## src/rtl/rtc_pkg.sv

```systemverilog
// Shared types and constants for the RTC read-out path that feeds the display.
package rtc_pkg;

    typedef enum logic [2:0] {
        S_IDLE,
        S_ADDR,
        S_GAP1,
        S_DATA,
        S_GAP2,
        S_BURST
    } state_t;

    typedef logic [2:0] reg_idx_t;

    // Burst toward the display: one lead cycle, eight data bytes, then the last byte held.
    localparam int BURST_LEN  = 12;
    localparam int BURST_LEAD = 1;

    // RTC register addresses in the order the display loads them:
    // seconds, minutes, hours, date, month, year, day-of-week, week.
    localparam logic [7:0] RTC_ADDR [0:7] = '{
        8'h21, 8'h22, 8'h23, 8'h24, 8'h25, 8'h26, 8'h27, 8'h28
    };

endpackage

```

## src/rtl/bcd_a_bin.sv

```systemverilog
// Packed BCD byte to binary. Nibbles above 9 are passed through the same
// arithmetic unchecked, so 0xFF comes out as 165.
module bcd_a_bin (
    input  logic [7:0] bcd,
    output logic [7:0] bin
);

    // tens * 10 + units, kept in 8 bits
    assign bin = ({4'd0, bcd[7:4]} * 8'd10) + {4'd0, bcd[3:0]};

endmodule

```

## src/rtl/rtc_lectura.sv

```systemverilog
// Reads the eight RTC time/date registers over the multiplexed AD bus on each
// update tick, converts them from BCD and replays them to the display as a
// fixed 12-cycle burst. All outputs are registered.
module rtc_lectura #(
    parameter int T_PH  = 4,
    parameter int N_REG = 8
) (
    input  logic       clk,
    input  logic       reset,
    input  logic       tick,
    input  logic [7:0] ad_in,
    output logic [7:0] ad_out,
    output logic       ad_oe,
    output logic       cs_n,
    output logic       rd_n,
    output logic       wr_n,
    output logic       a_d,
    output logic       busy,
    output logic       inicioSecuencia,
    output logic [7:0] datoRTC
);

    import rtc_pkg::*;

    localparam logic [3:0] PH_LAST  = 4'(T_PH - 1);
    localparam logic [3:0] BC_LAST  = 4'(BURST_LEN - 1);
    // Burst positions whose next output still indexes a fresh buffer entry.
    localparam logic [3:0] BC_FRESH = 4'(BURST_LEAD + N_REG - 1);
    localparam reg_idx_t   IDX_LAST = reg_idx_t'(N_REG - 1);

    state_t     state;
    logic [3:0] ph;
    logic [3:0] bc;
    reg_idx_t   idx;
    reg_idx_t   idx_next;
    logic       pending;
    logic [7:0] buffer [0:N_REG-1];
    logic [7:0] bcd_bin;

    assign idx_next = idx + 3'd1;

    bcd_a_bin u_bcd_a_bin (
        .bcd (ad_in),
        .bin (bcd_bin)
    );

    // Sequencer: bus phases per register, then the display burst; outputs are
    // loaded on the transition into the state they belong to.
    always_ff @(posedge clk) begin
        if (reset) begin
            state           <= S_IDLE;
            ph              <= '0;
            bc              <= '0;
            idx             <= '0;
            pending         <= 1'b0;
            for (int i = 0; i < N_REG; i++) buffer[i] <= 8'h00;
            cs_n            <= 1'b1;
            rd_n            <= 1'b1;
            wr_n            <= 1'b1;
            a_d             <= 1'b1;
            ad_oe           <= 1'b0;
            ad_out          <= 8'h00;
            busy            <= 1'b0;
            inicioSecuencia <= 1'b0;
            datoRTC         <= 8'h00;
        end else begin
            // Requests arriving while busy collapse into a single extra sequence.
            if (tick && state != S_IDLE) pending <= 1'b1;

            case (state)
                S_IDLE: begin
                    if (tick || pending) begin
                        state   <= S_ADDR;
                        idx     <= '0;
                        ph      <= '0;
                        pending <= 1'b0;
                        busy    <= 1'b1;
                        cs_n    <= 1'b0;
                        wr_n    <= 1'b0;
                        a_d     <= 1'b0;
                        ad_oe   <= 1'b1;
                        ad_out  <= RTC_ADDR[0];
                    end
                end

                S_ADDR: begin
                    if (ph == PH_LAST) begin
                        ph     <= '0;
                        state  <= S_GAP1;
                        cs_n   <= 1'b1;
                        wr_n   <= 1'b1;
                        a_d    <= 1'b1;
                        ad_oe  <= 1'b0;
                        ad_out <= 8'h00;
                    end else begin
                        ph <= ph + 4'd1;
                    end
                end

                S_GAP1: begin
                    if (ph == PH_LAST) begin
                        ph    <= '0;
                        state <= S_DATA;
                        cs_n  <= 1'b0;
                        rd_n  <= 1'b0;
                    end else begin
                        ph <= ph + 4'd1;
                    end
                end

                S_DATA: begin
                    if (ph == PH_LAST) begin
                        buffer[idx] <= bcd_bin;
                        ph          <= '0;
                        state       <= S_GAP2;
                        cs_n        <= 1'b1;
                        rd_n        <= 1'b1;
                    end else begin
                        ph <= ph + 4'd1;
                    end
                end

                S_GAP2: begin
                    if (ph == PH_LAST) begin
                        ph <= '0;
                        if (idx == IDX_LAST) begin
                            state           <= S_BURST;
                            bc              <= '0;
                            inicioSecuencia <= 1'b1;
                            datoRTC         <= 8'h00;
                        end else begin
                            idx    <= idx_next;
                            state  <= S_ADDR;
                            cs_n   <= 1'b0;
                            wr_n   <= 1'b0;
                            a_d    <= 1'b0;
                            ad_oe  <= 1'b1;
                            ad_out <= RTC_ADDR[idx_next];
                        end
                    end else begin
                        ph <= ph + 4'd1;
                    end
                end

                S_BURST: begin
                    if (bc == BC_LAST) begin
                        bc              <= '0;
                        inicioSecuencia <= 1'b0;
                        datoRTC         <= 8'h00;
                        if (pending || tick) begin
                            pending <= 1'b0;
                            state   <= S_ADDR;
                            idx     <= '0;
                            ph      <= '0;
                            cs_n    <= 1'b0;
                            wr_n    <= 1'b0;
                            a_d     <= 1'b0;
                            ad_oe   <= 1'b1;
                            ad_out  <= RTC_ADDR[0];
                        end else begin
                            busy  <= 1'b0;
                            state <= S_IDLE;
                        end
                    end else begin
                        bc <= bc + 4'd1;
                        // Position bc+1 shows buffer[bc+1-lead]; past the last entry it holds.
                        if (bc < BC_FRESH) datoRTC <= buffer[bc[2:0]];
                        else               datoRTC <= buffer[IDX_LAST];
                    end
                end

                default: state <= S_IDLE;
            endcase
        end
    end

endmodule

```

## config.mk

```make
export PLATFORM = sky130hd
export DESIGN_NAME = rtc_lectura
export DESIGN_NICKNAME = d
export VERILOG_FILES = /design/src/rtl/rtc_pkg.sv /design/src/rtl/bcd_a_bin.sv /design/src/rtl/rtc_lectura.sv
export SDC_FILE = /design/constraint.sdc
export NUM_CORES = 1
export LEC_CHECK = 0
export CAP_MARGIN = 25
export CORE_ASPECT_RATIO = 0.75
export CORE_MARGIN = 4
export CORE_UTILIZATION = 50
export DETAILED_ROUTE_END_ITERATION = 8
export PLACE_DENSITY = 0.69
export SYNTH_ARGS = -nofsm -noshare
export SYNTH_HDL_FRONTEND = slang
export SYNTH_SLANG_ARGS = --single-unit
```

## constraint.sdc

```tcl
create_clock -name clk -period 2.55 [get_ports clk]
set_input_delay 0.51 -clock clk [delete_from_list [all_inputs] [get_ports clk]]
set_output_delay 0.51 -clock clk [all_outputs]
set_load 0.02 [all_outputs]
```

After elaboration in Yosys (flattened, before gate mapping):

Memory sizes are Yosys's and may differ from the RTL's. A register that Yosys moved wholly into a read port is not among the register bits.
Index checks and enable logic that the tools add are counted.

* add/subtract/negate cells: 4
* multipliers: 1
* magnitude comparators: 2
* equal/unequal tests: 18
* mux-type cells: 77
* bitwise logic cells: 1
* reductions and logical operators: 23

Operators with widths (count)
* $mux 8: 12
* $mux 3: 14
* $pmux 8 s4: 1
* $mux 1: 31
* $mux 4: 6
* $ne 2x2->1 const B: 9
* $pmux 3 s6: 1
* $pmux 8 s2: 1
* $pmux 1 s4: 3
* $pmux 4 s3: 1
* $reduce_and 4->1: 3
* $reduce_and 6->1: 2
* $eq 3x3->1 const B: 3
* $pmux 3 s3: 1
* $reduce_bool 3->1: 3
* $add 4x1->4 const B: 2
* $add 8x4->8: 1
* $pmux 1 s2: 4
* $pmux 4 s2: 1
* $reduce_or 8->1: 1
* $mul 4x3->7 const B: 1
* $eq 3x2->1 const B: 2
* $reduce_and 3->1: 2
* $reduce_bool 2->1: 3
* 18 further kinds: 18

* register bits: 38
* bits in writable memories: 64
* memory bits (read-only): 64
* input port bits: 11
* output and inout bits: 23
* word-level logic and storage cells: 142
* memories kept: 2

Memory list
* (name not given): words 8, width 8, rd ports 1, clocked after Yosys merged registers in 0, wr ports 0, line rtc_lectura.sv:138 `ad_out <= RTC_ADDR[idx_next];`
* buffer: words 8, width 8, rd ports 2, clocked after Yosys merged registers in 1, wr ports 8, line rtc_lectura.sv:37 `logic [7:0] buffer [0:N_REG-1];`

Depth between registers and ports, before layout:

* word-level depth: 8
* mapped depth: 8
* gate-level depth less buffers: 7

Modules after synthesis:

From an unflattened synthesis, not the netlist that was laid out.

* cells, all modules: 417
* area, all modules: 5086.1 um^2

By module, submodules not included
* rtc_lectura: times used 1, cells each 388, area an instance 4822.1 um^2, sequential area each 2662.6 um^2
* bcd_a_bin: times used 1, cells each 29, area an instance 264.0 um^2, sequential area each 0.0 um^2

Worst setup path before layout:

No wires, ideal clock.

* path type: input to register
* start point: input ad_in[5]
* end point: memory buffer[0][6], data pin
* library setup time: 0.275 ns
* arrival: 2.077 ns
* data required time: 2.275 ns
* path slack: 0.199 ns
* cell stages on the path: 8
* path buffers: 1
* path through: ha_1 > ha_1 > fa_1 > nand2_1 > inv_1 > and3_1 > buf_1 > nor3_1

RTL lines
* start, declared: line rtc_lectura.sv:11 `input logic [7:0] ad_in,`
* end, declared: line rtc_lectura.sv:37

==> metrics.txt <==
DRC viols 0; CTS root buf clkbuf_16; Max-Cap Viols 0; clock tree buffer depth 2; number of CTS-inserted buffers 9; critical-path maximum fanout 8; Main synth FF type edfxtp_1; top cells by count, synth edfxtp_1 (64), nor2_1 (63), dfxtp_1 (37); die height 94.6 µm; Worst Clk Skew 0.0114 ns; Worst Path Required about 2.6 ns; Final Net Count 501; Slew @ Worst Pin 1.04 ns; Final Hold Viols 0; die width around 120 µm; Leak between 0.002 and 0.0025 µW; NetSw 831 µW; Hold Path Class reg -> reg; RSZ-0062 raised after global routing true; critical path arrival 2.59 ns; syn avg cell area 11.6 µm²; Post-synth ARST share 0%; max-slew violations 0; Placed Instances between 500 and 600; P&R area growth vs syn 17.4%; core area 9700 µm²; Synth Instances 433; library cells used by synthesis between 60 and 70; setup TNS 0 ns; post-layout min period about 2.5 ns; largest net degree at the start of global routing 20; Syn Std Cell Area 5000 µm²; flops & latches, synth 101; initial antenna violation count 0; P_int 2810 µW; Final ANT Viol Nets 0; Post-synth EDFFs 64; share of power burned in registers 49.5%; Vias around 3.6k; CTS tree done; Synth top area share 38.4%; top-count cell post-synth edfxtp_1; Post-CTS Hold Fix Bufs 0; H-tree depth 3; Synth area leader edfxtp_1; via/cell ratio 5.87; # diodes 0; TritonRoute pass-1 iters 5; Fin Hold WS 0.472 ns; latest clock arrival within the worst-skew pair 0.34 ns; final setup violation count 0; grt ovf 0; WS Path Type in -> reg; Sw Ratio between 20% and 30%; layout cells sized above 1 between 15 and 20%; Gate power share approximately a tenth; fillers 769; vias in the first global route 3539; sequential share of the synthesized area around 53%; clk slew on worst S/H paths 0.07 ns; first-pass GRT wire length 18.1 mm; status complete, no violations; Finished Layout Cells about 610; drt total wl 11.2 mm; Cell Pwr Density 619 nW/µm²; Slew HR 30.1%; CP startpoint kind primary input; clock sink count 101; Fmax achieved approximately 0.4 GHz; Synth area leaders edfxtp_1 (38%), dfxtp_1 (15%), mux4_2 (7.2%); num rows 31; post-DP HPWL 7.83 mm; Initial DRC Count 269; hold path start ad_oe; Initial Util 51.6%; die area between 10000 and 15000 µm²; fin area 5880 µm²; clock share of power 40.2%; drt wl/cell around 18 µm; placed instance area 5520 µm²; IO buf count 30; Worst setup EP type register; GPL Wtd Cong 0.844; Power Total 3640 µW; gr usage total about a fifth; Tcrit/Tclk final between 90% and 100%; yosys synthesis warning count 0; r2r startpoint ph[0]; Critical path origin ad_in[5]; VDD IR-drop max 0.504 mV; # IOs 34
==> cells by family (layout without fill, tap and decap cells) <==
family | count (synthesis) | count (layout) | share of synthesized area, %
flip-flops | 101 | 101 | 53.2
buffers and inverters | 41 | 86 | 4.27
multiplexers | 19 | 19 | 7.83
other | 1 | 3 | 0.0749
AND/OR/NAND/NOR | 168 | 168 | 17.7
XOR/XNOR | 8 | 8 | 1.40
adder cells (fa/ha/maj) | 15 | 15 | 4.05
AO/OA/AOI/OAI | 80 | 80 | 11.5
==> critical path, cell delays in order <==
cell	delay [ns]
clkdlybuf4s50_1	0.42
ha_1	0.30
ha_1	0.23
fa_2	0.57
o2111a_2	0.27
o22a_4	0.20
a21oi_1	0.09
==> registers in the layout, summed over array words and instances, names as in the netlist, named ones only <==
signal           flops
inicioSecuencia      1
idx                  3
ad_out               5
buffer              64
ad_oe                1
state                3
pending              1
rd_n                 1
bc                   4
datoRTC              8
wr_n                 1
cs_n                 1
ph                   4
busy                 1
==> routing by layer <==
metal	wire length, µm	GRT usage, %
met1	5130	28.3
met2	5190	31.8
met3	770	6.47
met4	117	5.35
met5	0	0
==> layout make-up <==
cell class / instances / area [µm²] / area share (%)
clock buffers: 13 / 282 / 4.79
clock inverters: 3 / 47.5 / 0.809
inverters: 11 / 41.3 / 0.703
multi-input cells: 293 / 2160 / 36.8
flip-flops and latches: 101 / 2660 / 45.3
well taps: 132 / 165 / 2.81
repair buffers: 59 / 515 / 8.77
==> power groups by stage <==
stage	clock network, µW	registers (µW)	logic, µW
floorplan	0	1840	214
global placement	0	1840	355
detailed placement	0	1840	364
CTS	1490	1800	366
global route	1560	1810	404
finish	1460	1800	372
==> final timing paths <==
path / endpoint / slack (ns) / depth (start not counted)
hold reg to reg: ad_oe / 0.47 / 1
setup / recovery: buffer[2][7] / 0.05 / 7
setup reg to reg: buffer[3][4] / 0.29 / 5
hold / removal: ad_oe / 0.47 / 1
==> placed cells by master (no fill, tap or decap), drive strengths merged, types with 2 or more instances in the layout <==
cell	n
a211o	2
a211oi	4
a21o	3
a21oi	31
a221o	11
a221oi	2
a31oi	3
and2	2
and3	3
and3b	2
buf	29
clkbuf	13
clkdlybuf4s50	30
conb	3
dfxtp	37
edfxtp	64
fa	2
ha	13
inv	12
mux2i	2
mux4	16
nand2	27
nand2b	2
nand3	29
nand3b	2
nand4	4
nor2	63
nor2b	5
nor3	14
nor3b	4
o2111a	2
o21a	2
o21ai	10
o22a	2
or3	4
or3b	2
xnor2	4
xor2	4
==> timing repair <==
action / 4_1_cts / 5_1_grt
setup endpoints to repair: 8 / 16
gates resized for setup: 2 / 5
buffers inserted: 0 / 0
endpoints found under the hold margin: 0 / 0
==> through the flow <==
stage | setup slack (ns) | utilization, %
final | 0.0498 | 60.6
after global routing | -0.0261 | 60.6
after CTS | 0.0128 | 60.4
after detailed placement | -0.412 | 56.9
after global placement | -0.326 | 56.9
after floorplan | 0.199 | -
No activity file was read; power rests on OpenSTA's default activity.
